`config.mk`:
```
export PLATFORM = sky130hd
export DESIGN_NAME = seven_seg_display_driver
export DESIGN_NICKNAME = d
export VERILOG_FILES = /design/src/rtl/display_pkg.sv /design/src/rtl/hex_to_seg.sv /design/src/rtl/seven_seg_display_driver.sv
export SDC_FILE = /design/constraint.sdc
export NUM_CORES = 1
export LEC_CHECK = 0
export CORE_MARGIN = 5
export CORE_UTILIZATION = 30
export CTS_CLUSTER_DIAMETER = 100
export DETAILED_ROUTE_END_ITERATION = 10
export SYNTH_ARGS = -nofsm -noshare
export SYNTH_HDL_FRONTEND = slang
export SYNTH_SLANG_ARGS = --single-unit
export TNS_END_PERCENT = 20
```
`constraint.sdc`:
```
create_clock -name clk -period 2.75 [get_ports clk]
set_clock_uncertainty 0.15 [all_clocks]
set_input_delay 0.275 -clock clk [delete_from_list [all_inputs] [get_ports clk]]
set_output_delay 0.275 -clock clk [all_outputs]
set_load 0.03 [all_outputs]
```
`src/rtl/display_pkg.sv`:
```
// Shared types and glyph constants for the seven-segment display driver.
// Glyphs are active-low, bit order {g,f,e,d,c,b,a}.
package display_pkg;

  typedef enum logic [1:0] {
    IDLE,
    CONV,
    COMMIT
  } state_e;

  typedef struct packed {
    logic        ovf;
    logic [15:0] digits;
  } disp_t;

  localparam int BCD_STEPS = 16;

  localparam logic [6:0] SEG_HEX [0:15] = '{
    7'b1000000, 7'b1111001, 7'b0100100, 7'b0110000,
    7'b0011001, 7'b0010010, 7'b0000010, 7'b1111000,
    7'b0000000, 7'b0010000, 7'b0001000, 7'b0000011,
    7'b1000110, 7'b0100001, 7'b0000110, 7'b0001110
  };

  localparam logic [6:0] SEG_DASH  = 7'b0111111;
  localparam logic [6:0] SEG_BLANK = 7'b1111111;

endpackage

```
`src/rtl/hex_to_seg.sv`:
```
// Nibble to active-low seven-segment glyph.
// Overflow forces the dash glyph regardless of the nibble.
module hex_to_seg
  import display_pkg::*;
(
  input  logic [3:0] nib_i,
  input  logic       ovf_i,
  output logic [6:0] seg_o
);

  always_comb begin
    seg_o = SEG_HEX[nib_i];
    if (ovf_i) seg_o = SEG_DASH;
  end

endmodule

```
`src/rtl/seven_seg_display_driver.sv`:
```
// 4-digit common-anode display driver with hex/decimal capture.
// Decimal mode runs a sequential double-dabble before committing.
module seven_seg_display_driver
  import display_pkg::*;
#(
  parameter int REFRESH_DIV = 100000
) (
  input  logic        clk,
  input  logic        rst_n,
  input  logic        clk_enable,
  input  logic [15:0] display_in,
  input  logic        load,
  input  logic        mode_dec,
  output logic [6:0]  seg,
  output logic        dp,
  output logic [3:0]  an,
  output logic        busy
);

  localparam int CW = $clog2(REFRESH_DIV);

  state_e        state_q;
  disp_t         disp_q;
  logic [15:0]   bin_q;
  logic [19:0]   bcd_q;
  logic [4:0]    step_q;
  logic [CW-1:0] cnt_q;
  logic [1:0]    idx_q;
  logic [6:0]    seg_q;
  logic [3:0]    an_q;
  logic          dp_q;

  logic [19:0]   bcd_d;
  logic [3:0]    nib;
  logic [6:0]    glyph;

  // Double-dabble adjust: nibbles >= 5 get +3 before the shift.
  always_comb begin
    bcd_d = bcd_q;
    for (int i = 0; i < 5; i++) begin
      if (bcd_q[4*i +: 4] >= 4'd5) begin
        bcd_d[4*i +: 4] = bcd_q[4*i +: 4] + 4'd3;
      end
    end
  end

  assign nib = disp_q.digits[{idx_q, 2'b00} +: 4];

  hex_to_seg u_dec (
    .nib_i (nib),
    .ovf_i (disp_q.ovf),
    .seg_o (glyph)
  );

  always_ff @(posedge clk or negedge rst_n) begin
    if (!rst_n) begin
      state_q <= IDLE;
      disp_q  <= '0;
      bin_q   <= '0;
      bcd_q   <= '0;
      step_q  <= '0;
    end else if (clk_enable) begin
      unique case (state_q)
        IDLE: begin
          if (load && mode_dec) begin
            bin_q   <= display_in;
            bcd_q   <= '0;
            step_q  <= '0;
            state_q <= CONV;
          end else if (load) begin
            disp_q <= '{ovf: 1'b0, digits: display_in};
          end
        end
        CONV: begin
          {bcd_q, bin_q} <= {bcd_d[18:0], bin_q, 1'b0};
          step_q <= step_q + 5'd1;
          if (step_q == 5'(BCD_STEPS - 1)) state_q <= COMMIT;
        end
        COMMIT: begin
          disp_q  <= '{ovf: |bcd_q[19:16], digits: bcd_q[15:0]};
          state_q <= IDLE;
        end
        default: state_q <= IDLE;
      endcase
    end
  end

  always_ff @(posedge clk or negedge rst_n) begin
    if (!rst_n) begin
      cnt_q <= '0;
      idx_q <= '0;
      seg_q <= SEG_HEX[0];
      an_q  <= 4'b1110;
      dp_q  <= 1'b1;
    end else if (clk_enable) begin
      if (cnt_q == CW'(REFRESH_DIV - 1)) begin
        cnt_q <= '0;
        idx_q <= idx_q + 2'd1;
      end else begin
        cnt_q <= cnt_q + CW'(1);
      end
      seg_q <= glyph;
      an_q  <= ~(4'b0001 << idx_q);
      dp_q  <= ~disp_q.ovf;
    end
  end

  assign seg  = seg_q;
  assign an   = an_q;
  assign dp   = dp_q;
  assign busy = (state_q != IDLE);

endmodule
```
==> run_results.csv, run 1 <==
group,metric,value,unit
timing,hold_violations,0,
final_layout,syn_to_final_growth,18.65,%
final_layout,fin_nets,529,
worst_setup_path,crit_required,2.80,ns
timing,fin_tns_setup,0,ns
final_layout,ff_latch_area,0.002283,sq mm
worst_setup_path,crit_path_cell_trace,"mux4_1 -> inv_1 -> ha_1 -> nor2_1 -> a2111oi_0 -> a311oi_1",
cts,cts_tree,"built",
logic_synthesis,synthSimpleGateAreaFrac,10.43,%
final_layout,final_util,36.06,%
grt,grt_pass1_vias,3582,
timing,rsz0062_at_grt,"no",
logic_synthesis,synth_top_cell_area_share,44.75,%
worst_setup_path,critical_path_class,"flop to flop",
worst_setup_path,r2r_slack,0.45,ns
placed_design,dp_cells,688,
logic_synthesis,synthCells,450,
cts,cts_setup_buffers,0,
logic_synthesis,ys_ff_latch,91,
die,rows,46,
drt,ant_nets,0,
logic_synthesis,ys_seq_area_share,47.48,%
placed_design,pre_cts_slack,0.4264,ns
timing,max_freq,435.4,MHz
die,die_area,0.01866,sq mm
final_layout,diodes,0,
cts,ctsResizeCount,0,
drt,wl,10580,um
placed_design,hpwl,7676,um
logic_synthesis,synth_area_leaders,"dfrtp_1, ha_1, mux2i_1, xnor2_1, o21ai_0",
worst_setup_path,path_max_fanout,12,
logic_synthesis,yosysUniqueCellTypes,51,
logic_synthesis,synthAdderAreaFrac,6.243,%
worst_setup_path,crit_family,"flip-flops",
logic_synthesis,synthMuxAreaShare,11.16,%
cts,path_clk_slew,0.06,ns
timing,finalHoldWorstSlack,0.3143,ns
die,core-area,0.01583,sq mm
min_path,hold_path.class,"flop to flop",
final_layout,layout.cells.non_filler,705,
logic_synthesis,syn_area_per_cell,10.69,sq um
grt,grt-ovfl-total,0,
logic_synthesis,synth-compound-area-share,14.39,%
drt,dr.pass1.iters,9,
cts,cts_inserted_buffers,9,
worst_setup_path,worstPathArrival,2.35,ns
logic_synthesis,yosys.area.top_type,"dfrtp_1",
die,start_util,30.39,%
timing,relSlewSlack,28.57,%
final_layout,layout-drive-gt1-share,9.816,%
drt,drtIter0Drc,295,
drt,detail_route.vias_per_cell,4.892,
logic_synthesis,synth_edf_count,0,
grt,antenna_found_initial,0,
logic_synthesis,syn_nets,495,
timing,worst_pin_slew,1.071,ns
grt,grt_max_degree,49,
logic_synthesis,synth_top_family_by_area,"compound AO/OA/AOI/OAI gates",
timing,fin_ws,0.4534,ns
logic_synthesis,syn_area,0.004810,sq mm
worst_setup_path,worstSetupStartpointType,"flop",
power,cellLeakagePower,0.002558,uW
cts,hold_buffers,1,
cts,tritoncts_num_sinks,91,
drt,wire_per_inst,15.01,um
timing,finalSetupViolCount,0,
final_layout,multiInputGateArea,0.002282,sq mm
die,io_pins,34,
power,powerDensity,944.2,mW/mm^2
grt,grtUsageTotal,12.30,%
logic_synthesis,yosys_warnings,0,
drt,vias,3449,
worst_setup_path,max_stage_delay,0.61,ns
placed_design,io_buffers,33,
timing,finalCriticalPeriod,2.297,ns
logic_synthesis,synth_xor_xnor_area_share,5.099,%
grt,grt_pass1_wl,18220,um
logic_synthesis,ys.flop_type,"dfrtp_1",
timing,slew_violations,0,
job,cap_violations,0,
placed_design,gp_congestion,0.8189,
die,die_h,136.6,um
final_layout,fillers,1555,
power,ir_drop,0.2947,mV
worst_setup_path,critical-path-slowest-cell,"dfrtp_1",
cts,clk_latency,0.34,ns
worst_setup_path,crit_buf_inv,1,
timing,post-route-period-util,83.51,%
status,status,"finished clean",
die,die_w,136.6,um
worst_setup_path,end_kind,"flop",
drt,drc,0,
cts,h-tree-depth,3,
cts,clk_path_buf_depth,2,
cts,root_buffer,"clkbuf_16",
logic_synthesis,async_flop_share,100.0,%
## power by group
group          switching (uW)  total, uW  internal [uW]
sequential                407       2200           1790
clock                     510       1230            725
combinational            1030       1960            931
total                    1940       5390           3440
## cells in the final DEF, fill, tap and decap left out, types with 2 or more instances in the layout
cell and instances:
clkbuf_16 9, ha_1 24, buf_4 10, xnor2_1 19, a211oi_1 2, o21ai_0 31
nand3_1 8, a222oi_1 14, mux2_2 10, dfstp_2 5, a32o_1 6, o31ai_1 6
nand4_1 5, clkdlybuf4s50_1 32, nand2_1 35, a21oi_1 10, nor4_1 2, and3_1 2
inv_1 40, xor2_1 9, o32ai_1 5, o32a_1 2, nor2b_1 4, nor3_1 6
a22o_1 3, mux2i_1 30, o22ai_1 9, mux4_2 2, nand2b_1 11, clkinv_2 3
dfrtp_1 86, mux4_1 3, nor2_1 22
## worst min-delay path, delay by kind of cell (launching register included)
family / cells / cell delay, ns
flip-flops: 1 / 0.37
buffers and inverters: 1 / 0.04
multiplexers: 1 / 0.05
## cells by family (layout without fill, tap and decap cells)
family	Yosys count	in the layout
fa+ha+maj	24	24
buf+inv	61	100
compound gates	98	98
mux	45	45
flops	91	91
xor+xnor	28	28
simple gates	103	103
## final timing paths
kind	start	cells past startpoint	end
hold / removal	an[1]$_DFFE_PN1P_	2	an[1]$_DFFE_PN1P_
setup / recovery	idx_q[1]$_DFFE_PN0P_	6	seg[3]$_DFFE_PN0P_
max in group asynchronous	rst_n	3	bcd_q[8]$_DFFE_PN0P_
min in group asynchronous	rst_n	2	cnt_q[2]$_DFFE_PN0P_
setup reg to reg	idx_q[1]$_DFFE_PN0P_	6	seg[3]$_DFFE_PN0P_
hold reg to reg	an[1]$_DFFE_PN1P_	2	an[1]$_DFFE_PN1P_
## final cells by class
class | count | area share (%)
Inverter | 40 | 2.631
Multi-Input combinational cell | 298 | 39.99
Tap cell | 216 | 4.736
Timing Repair Buffer | 44 | 7.455
Clock inverter | 5 | 0.9209
Clock buffer | 11 | 4.253
Sequential cell | 91 | 40.01
## routing by layer
metal / vias up / global-route usage [%] / wire length [um] / share of wire (%)
met2: 56 / 19.19 / 5027 / 47
met3: 17 / 3.162 / 381 / 3.6
met4: 0 / 4.647 / 253 / 2.4
li1: 1684 / - / - / -
met1: 1692 / 16.42 / 4922 / 47
met5: - / 0 / 0 / 0
## registers in the layout (all words and copies together) (netlist names)
| register | cells |
|---|---|
| an | 4 |
| step_q | 5 |
| bin_q | 16 |
| dp | 1 |
| disp_q | 17 |
| idx_q | 2 |
| bcd_q | 20 |
| seg | 7 |
| cnt_q | 17 |
| state_q | 2 |
## synth_stat cells (5+ instances only)
master	n
mux2_2	10
xnor2_1	19
nand2b_1	11
dfrtp_1	86
o32ai_1	5
nor2b_1	5
clkbuf_1	12
o21ai_0	31
inv_1	40
xor2_1	9
ha_1	24
nand4_1	5
nor2_1	22
o31ai_1	6
dfstp_2	5
nand2_1	35
o22ai_1	9
nor3_1	6
a21oi_1	10
a32o_1	6
nand3_1	8
mux2i_1	30
a222oi_1	14
## through the flow
step,total power (uW),instance area [sq um]
after floorplan,3606,4810
after global placement,4096,5401
after detailed placement,4183,5401
after CTS,5441,5707
after global routing,5813,5707
final,5388,5707
Power figures use the tool's default switching activity.
==> run 2, diff against run 1 <==
==> constraint.sdc (replaced) <==
create_clock -name clk -period 2 [get_ports clk]
set_clock_uncertainty 0.15 [all_clocks]
set_input_delay 0.2 -clock clk [delete_from_list [all_inputs] [get_ports clk]]
set_output_delay 0.2 -clock clk [all_outputs]
set_load 0.03 [all_outputs]
==> run 2 against run 1 <==
  * The flow now finishes with violations (setup timing)
  * Sequential share of layout area shrank 1.6 points
  * Core utilization grew 1.6 points
  * Sequential power increased by 38%
  * Die area did not move
  * Register-to-register slack worse by 0.51 ns
  * Via count up 2.3%
  * Flip-flop and latch count did not move
  * Count of clock-buffer cells in the layout increased by 2
  * Combinational power grew 54%
  * Cell area rose by 4.3%
  * Critical endpoint is now seg[5]$_DFFE_PN0P_
  * Highest routed layer unchanged
==> run_results.csv, run 2 (synthesis results as in run 1) <==
group,metric,value,unit
job,cap_violations,0,
grt,grt_max_degree,39,
worst_setup_path,critical_path_class,"flop to flop",
cts,cts_inserted_buffers,9,
grt,use_met2,20.89,%
cts,tritoncts_num_sinks,91,
drt,wl,11090,um
cts,root_buffer,"clkbuf_16",
power,cellLeakagePower,0.002674,uW
worst_setup_path,r2r_start,"idx_q[0]$_DFFE_PN0P_",
cts,path_clk_slew,0.06,ns
timing,worst_pin_slew,0.4624,ns
worst_setup_path,crit_required,2.06,ns
final_layout,fin_nets,553,
power,powerDensity,1277,mW/mm^2
grt,grtUsageMet1,15.83,%
placed_design,place_area,0.005622,sq mm
grt,grt_pass1_vias,3639,
worst_setup_path,critical-path-slowest-cell,"mux4_2",
cts,cts_tree,"built",
drt,detail_route.vias_per_cell,4.838,
cts,clk_path_buf_depth,2,
timing,finalCriticalPeriod,2.060,ns
worst_setup_path,max_stage_delay,0.59,ns
placed_design,io_buffers,33,
min_path,hold_path.class,"input port to async pin",
final_layout,largest_reg_flops,20,
final_layout,syn_to_final_growth,23.78,%
final_layout,reg.largest.list,"bcd_q x20, cnt_q x17, disp_q x17",
timing,finalSetupViolCount,4,
worst_setup_path,worstPathArrival,2.12,ns
grt,grt-ovfl-total,0,
drt,drtIter0Drc,311,
timing,max_freq,485.5,MHz
grt,grt_use_met3,2.500,%
status,violations,"setup timing",
power,ir_drop,0.4678,mV
worst_setup_path,path_max_fanout,5,
die,die_h,136.6,um
worst_setup_path,crit_path_cell_trace,"mux4_2 -> ha_1 -> mux2i_1 -> nor2_1 -> o32a_1",
final_layout,top_register,"bcd_q",
final_layout,final_util,37.61,%
die,die_area,0.01866,sq mm
worst_setup_path,end_kind,"flop",
die,io_pins,34,
drt,ant_nets,0,
drt,wire_per_inst,15.21,um
worst_setup_path,worstSetupStartpointType,"flop",
final_layout,final_area,0.005953,sq mm
status,status,"finished, violations left",
drt,dr.pass1.iters,5,
final_layout,layout-drive-gt1-share,15.40,%
final_layout,mostFrequentLayoutCells,"dfrtp_1, inv_1, nand2_1",
timing,fin_tns_setup,-0.08833,ns
timing,hold_violations,0,
grt,antenna_found_initial,0,
drt,drc,0,
grt,grt_pass1_wl,18270,um
die,rows,46,
timing,fin_ws,-0.05979,ns
timing,finalHoldWorstSlack,0.1400,ns
placed_design,gp_congestion,0.8118,
final_layout,final_common_cell,"dfrtp_1",
timing,rsz0062_at_grt,"yes",
drt,vias,3527,
grt,top_usage_layer,"met2",
die,die_w,136.6,um
timing,slew_violations,0,
die,core-area,0.01583,sq mm
final_layout,diodes,0,
timing,post-route-period-util,103.0,%
die,start_util,30.39,%
placed_design,hpwl,8016,um
grt,grtUsageTotal,12.25,%
timing,relSlewSlack,68.29,%
cts,h-tree-depth,3,
worst_setup_path,cp-startpoint,"idx_q[0]$_DFFE_PN0P_",
cts,clk_latency,0.33,ns
==> run 2: final timing paths <==
path                                         end  slack [ns]  cells after the start
hold / removal             cnt_q[12]$_DFFE_PN0P_        0.14                      2
setup reg to reg              seg[5]$_DFFE_PN0P_       -0.06                      5
hold reg to reg                   dp$_DFFE_PN1P_        0.32                      2
max in group asynchronous  bcd_q[17]$_DFFE_PN0P_        0.94                      3
min in group clk                  dp$_DFFE_PN1P_        0.32                      2
setup / recovery              seg[5]$_DFFE_PN0P_       -0.06                      5
==> run 2: power breakdown <==
group          internal (uW)  leakage (uW)  switching, uW  total (uW)
logic                   1510       0.00138           1510        3020
registers               2460       0.00116            577        3040
clock network            872      0.000133            675        1550
==> run 2: layer usage <==
| metal | share of wire (%) | up-vias |
|---|---|---|
| met2 | 50 | 70 |
| met3 | 3.1 | 10 |
| met1 | 46 | 1715 |
| met5 | 0 | - |
| li1 | - | 1732 |
| met4 | 1.0 | 0 |
==> run 2: timing repair <==
action	in CTS	in global routing
resized for setup	2	5
pin swaps	0	2
setup endpoints to repair	4	7
gates cloned	0	1
buffers inserted	0	3
endpoints found under the hold margin	86	0
hold buffers	1	0
==> run 2: area by class of cell <==
class / count / area, sq um
well taps: 216 / 270.3
flip-flops and latches: 91 / 2285
clock inverters: 3 / 15.01
repair buffers: 67 / 671.9
inverters: 40 / 150.1
clock buffers: 13 / 250.2
multi-input cells: 299 / 2311
fillers: 1524 / 9874
==> run 2: per-stage QoR <==
| stage | cells | worst slack, ns | total power [uW] |
|---|---|---|---|
| after global placement | 708 | 0.03459 | 5857 |
| final | 729 | -0.05979 | 7605 |
| after CTS | 725 | -0.01674 | 7574 |
| after floorplan | 450 | -0.03413 | 4966 |
| after detailed placement | 708 | -0.04115 | 5992 |
| after global routing | 729 | -0.1375 | 8177 |
==> run 2: critical path, delay by kind of cell (launching register included) <==
| kind | cells | cell delay [ns] |
|---|---|---|
| AOI/OAI and AO/OA | 1 | 0.30 |
| DFF | 1 | 0.41 |
| and+or+nand+nor | 1 | 0.06 |
| adders and majority gates | 1 | 0.27 |
| muxes | 2 | 0.76 |
==> run 3, diff against run 2 <==
--- a/config.mk
+++ b/config.mk
@@ -5,7 +5,6 @@
 export SDC_FILE = /design/constraint.sdc
 export NUM_CORES = 1
 export LEC_CHECK = 0
-export CORE_MARGIN = 5
 export CORE_UTILIZATION = 30
 export CTS_CLUSTER_DIAMETER = 100
 export DETAILED_ROUTE_END_ITERATION = 10
==> run 3 against run 2 <==
  * The run now ends clean
  * Largest cell class unchanged
  * Routed wire length down 3.2%
  * Total power up 0.53%
  * First-iteration DRC count down 21%
  * Clock power up 5%
  * Critical path type unchanged
  * Non-clock buffer count up 4
  * Register-to-register slack better by 0.08 ns
  * Sequential power down 2%
  * Cell count down 0.27%
  * Cell area up 0.23%
  * Combinational power about the same
==> run_results.csv, run 3 (synthesis results as in run 1) <==
group,metric,value,unit
die,die_h,128.6,um
timing,slew_violations,0,
worst_setup_path,end_kind,"flop",
status,status,"finished clean",
timing,finalSetupViolCount,0,
drt,wire_per_inst,14.77,um
final_layout,fillers,1562,
timing,finalCriticalPeriod,1.982,ns
die,die_w,128.6,um
final_layout,ff_latch_area,0.002285,sq mm
cts,root_buffer,"clkbuf_16",
drt,wl,10740,um
grt,grt-ovfl-total,0,
timing,worst_pin_slew,0.4141,ns
drt,vias,3572,
cts,clk_latency,0.35,ns
cts,tritoncts_num_sinks,91,
job,cap_violations,0,
final_layout,layout-drive-gt1-share,16.86,%
grt,antenna_found_initial,0,
placed_design,place_area,0.005648,sq mm
grt,grtUsageTotal,14.07,%
placed_design,hpwl,7896,um
min_path,hold_path.class,"input port to async pin",
drt,detail_route.vias_per_cell,4.913,
final_layout,final_util,38.68,%
final_layout,layout.cells.non_filler,727,
drt,drtIter0Drc,245,
power,p_sw,2816,uW
timing,finalHoldWorstSlack,0.1505,ns
power,p_clk_share,21.2,%
die,start_util,31.18,%
final_layout,reg.largest.list,"bcd_q x20, cnt_q x17, disp_q x17",
die,rows,45,
timing,rsz0062_at_grt,"yes",
cts,clk_path_buf_depth,2,
grt,grt_pass1_wl,17880,um
power,totalPowerFinal,7646,uW
drt,drc,0,
grt,grt_pass1_vias,3601,
worst_setup_path,crit_required,2.11,ns
worst_setup_path,worstSetupStartpointType,"flop",
cts,h-tree-depth,3,
worst_setup_path,worstPathArrival,2.09,ns
cts,path_clk_slew,0.07,ns
timing,hold_violations,0,
final_layout,diodes,0,
timing,relSlewSlack,71.60,%
power,ir_drop,0.5591,mV
final_layout,mostFrequentLayoutCells,"dfrtp_1, inv_1, nand2_1",
timing,max_freq,504.7,MHz
worst_setup_path,critical_path_class,"flop to flop",
final_layout,fin_nets,556,
grt,grt_max_degree,38,
placed_design,gp_congestion,0.8415,
cts,cts_inserted_buffers,9,
final_layout,final_area,0.005967,sq mm
final_layout,largest_reg_flops,20,
final_layout,top_register,"bcd_q",
die,die_area,0.01654,sq mm
placed_design,io_buffers,33,
cts,cts_tree,"built",
power,powerDensity,1281,mW/mm^2
power,p_comb_share,39.7,%
die,io_pins,34,
worst_setup_path,path_max_fanout,4,
power,switching_share,36.83,%
final_layout,final_common_cell,"dfrtp_1",
timing,post-route-period-util,99.08,%
power,p_seq_share,39.0,%
final_layout,multiInputGateArea,0.002297,sq mm
final_layout,syn_to_final_growth,24.06,%
die,core-area,0.01543,sq mm
placed_design,dp_cells,709,
power,p_int,4829,uW
drt,ant_nets,0,
drt,dr.pass1.iters,7,
power,cellLeakagePower,0.002679,uW
run 3: worst max-delay path, cell delays in order (launching register included):
cell,delay (ns)
dfrtp_2,0.41
mux4_2,0.57
inv_2,0.12
ha_1,0.25
nor2_1,0.14
a2111oi_2,0.06
a311oi_1,0.20
run 3: worst paths after layout:
kind | from | to | slack [ns] | cells past startpoint
min in group clk | an[2]$_DFFE_PN1P_ | an[2]$_DFFE_PN1P_ | 0.32 | 2
worst max-delay path | idx_q[0]$_DFFE_PN0P_ | seg[3]$_DFFE_PN0P_ | 0.02 | 6
max in group asynchronous | rst_n | cnt_q[4]$_DFFE_PN0P_ | 0.94 | 3
worst max register to register | idx_q[0]$_DFFE_PN0P_ | seg[3]$_DFFE_PN0P_ | 0.02 | 6
worst min register to register | an[2]$_DFFE_PN1P_ | an[2]$_DFFE_PN1P_ | 0.32 | 2
worst min-delay path | rst_n | bin_q[2]$_DFFE_PN0P_ | 0.15 | 2
run 3: power by group through the flow:
stage               logic (uW)  registers [uW]  clock network [uW]
finish                    3040            2980                1620
global route              3370            3080                1730
CTS                       3020            2990                1670
detailed placement        2980            3020                   0
global placement          2870            2990                   0
floorplan                 1960            3000                   0
run 3: final cells by class:
cell class | count | share of cell area (%)
multi-input combinational | 298 | 38.50
sequential | 91 | 38.29
timing repair buffer | 71 | 11.62
tap | 211 | 4.424
clock buffer | 9 | 3.774
inverter | 40 | 2.516
clock inverter | 7 | 0.8807
run 3: timing repair:
item | 4_1_cts | 5_1_grt
endpoints found under the hold margin | 65 | 0
gates cloned | 0 | 0
endpoints found under the setup margin | 8 | 7
setup buffers | 0 | 1
resized for setup | 6 | 4
pin swaps | 1 | 0
hold buffers | 1 | 0
run 3: metrics by stage:
stage	setup TNS, ns	worst slack (ns)
finish	0	0.01850
global placement	-0.003652	-0.003652
detailed placement	-0.6641	-0.08202
floorplan	-0.07741	-0.03413
CTS	-0.1547	-0.04685
global route	-0.4784	-0.09123
run 3: per-layer routing:
| layer | up-vias | wire length, um | GRT usage [%] |
|---|---|---|---|
| met4 | 0 | 242 | 6.990 |
| met3 | 17 | 319 | 2.578 |
| li1 | 1741 | - | - |
| met1 | 1750 | 5214 | 18.50 |
| met5 | - | 0 | 0 |
| met2 | 64 | 4960 | 22.29 |
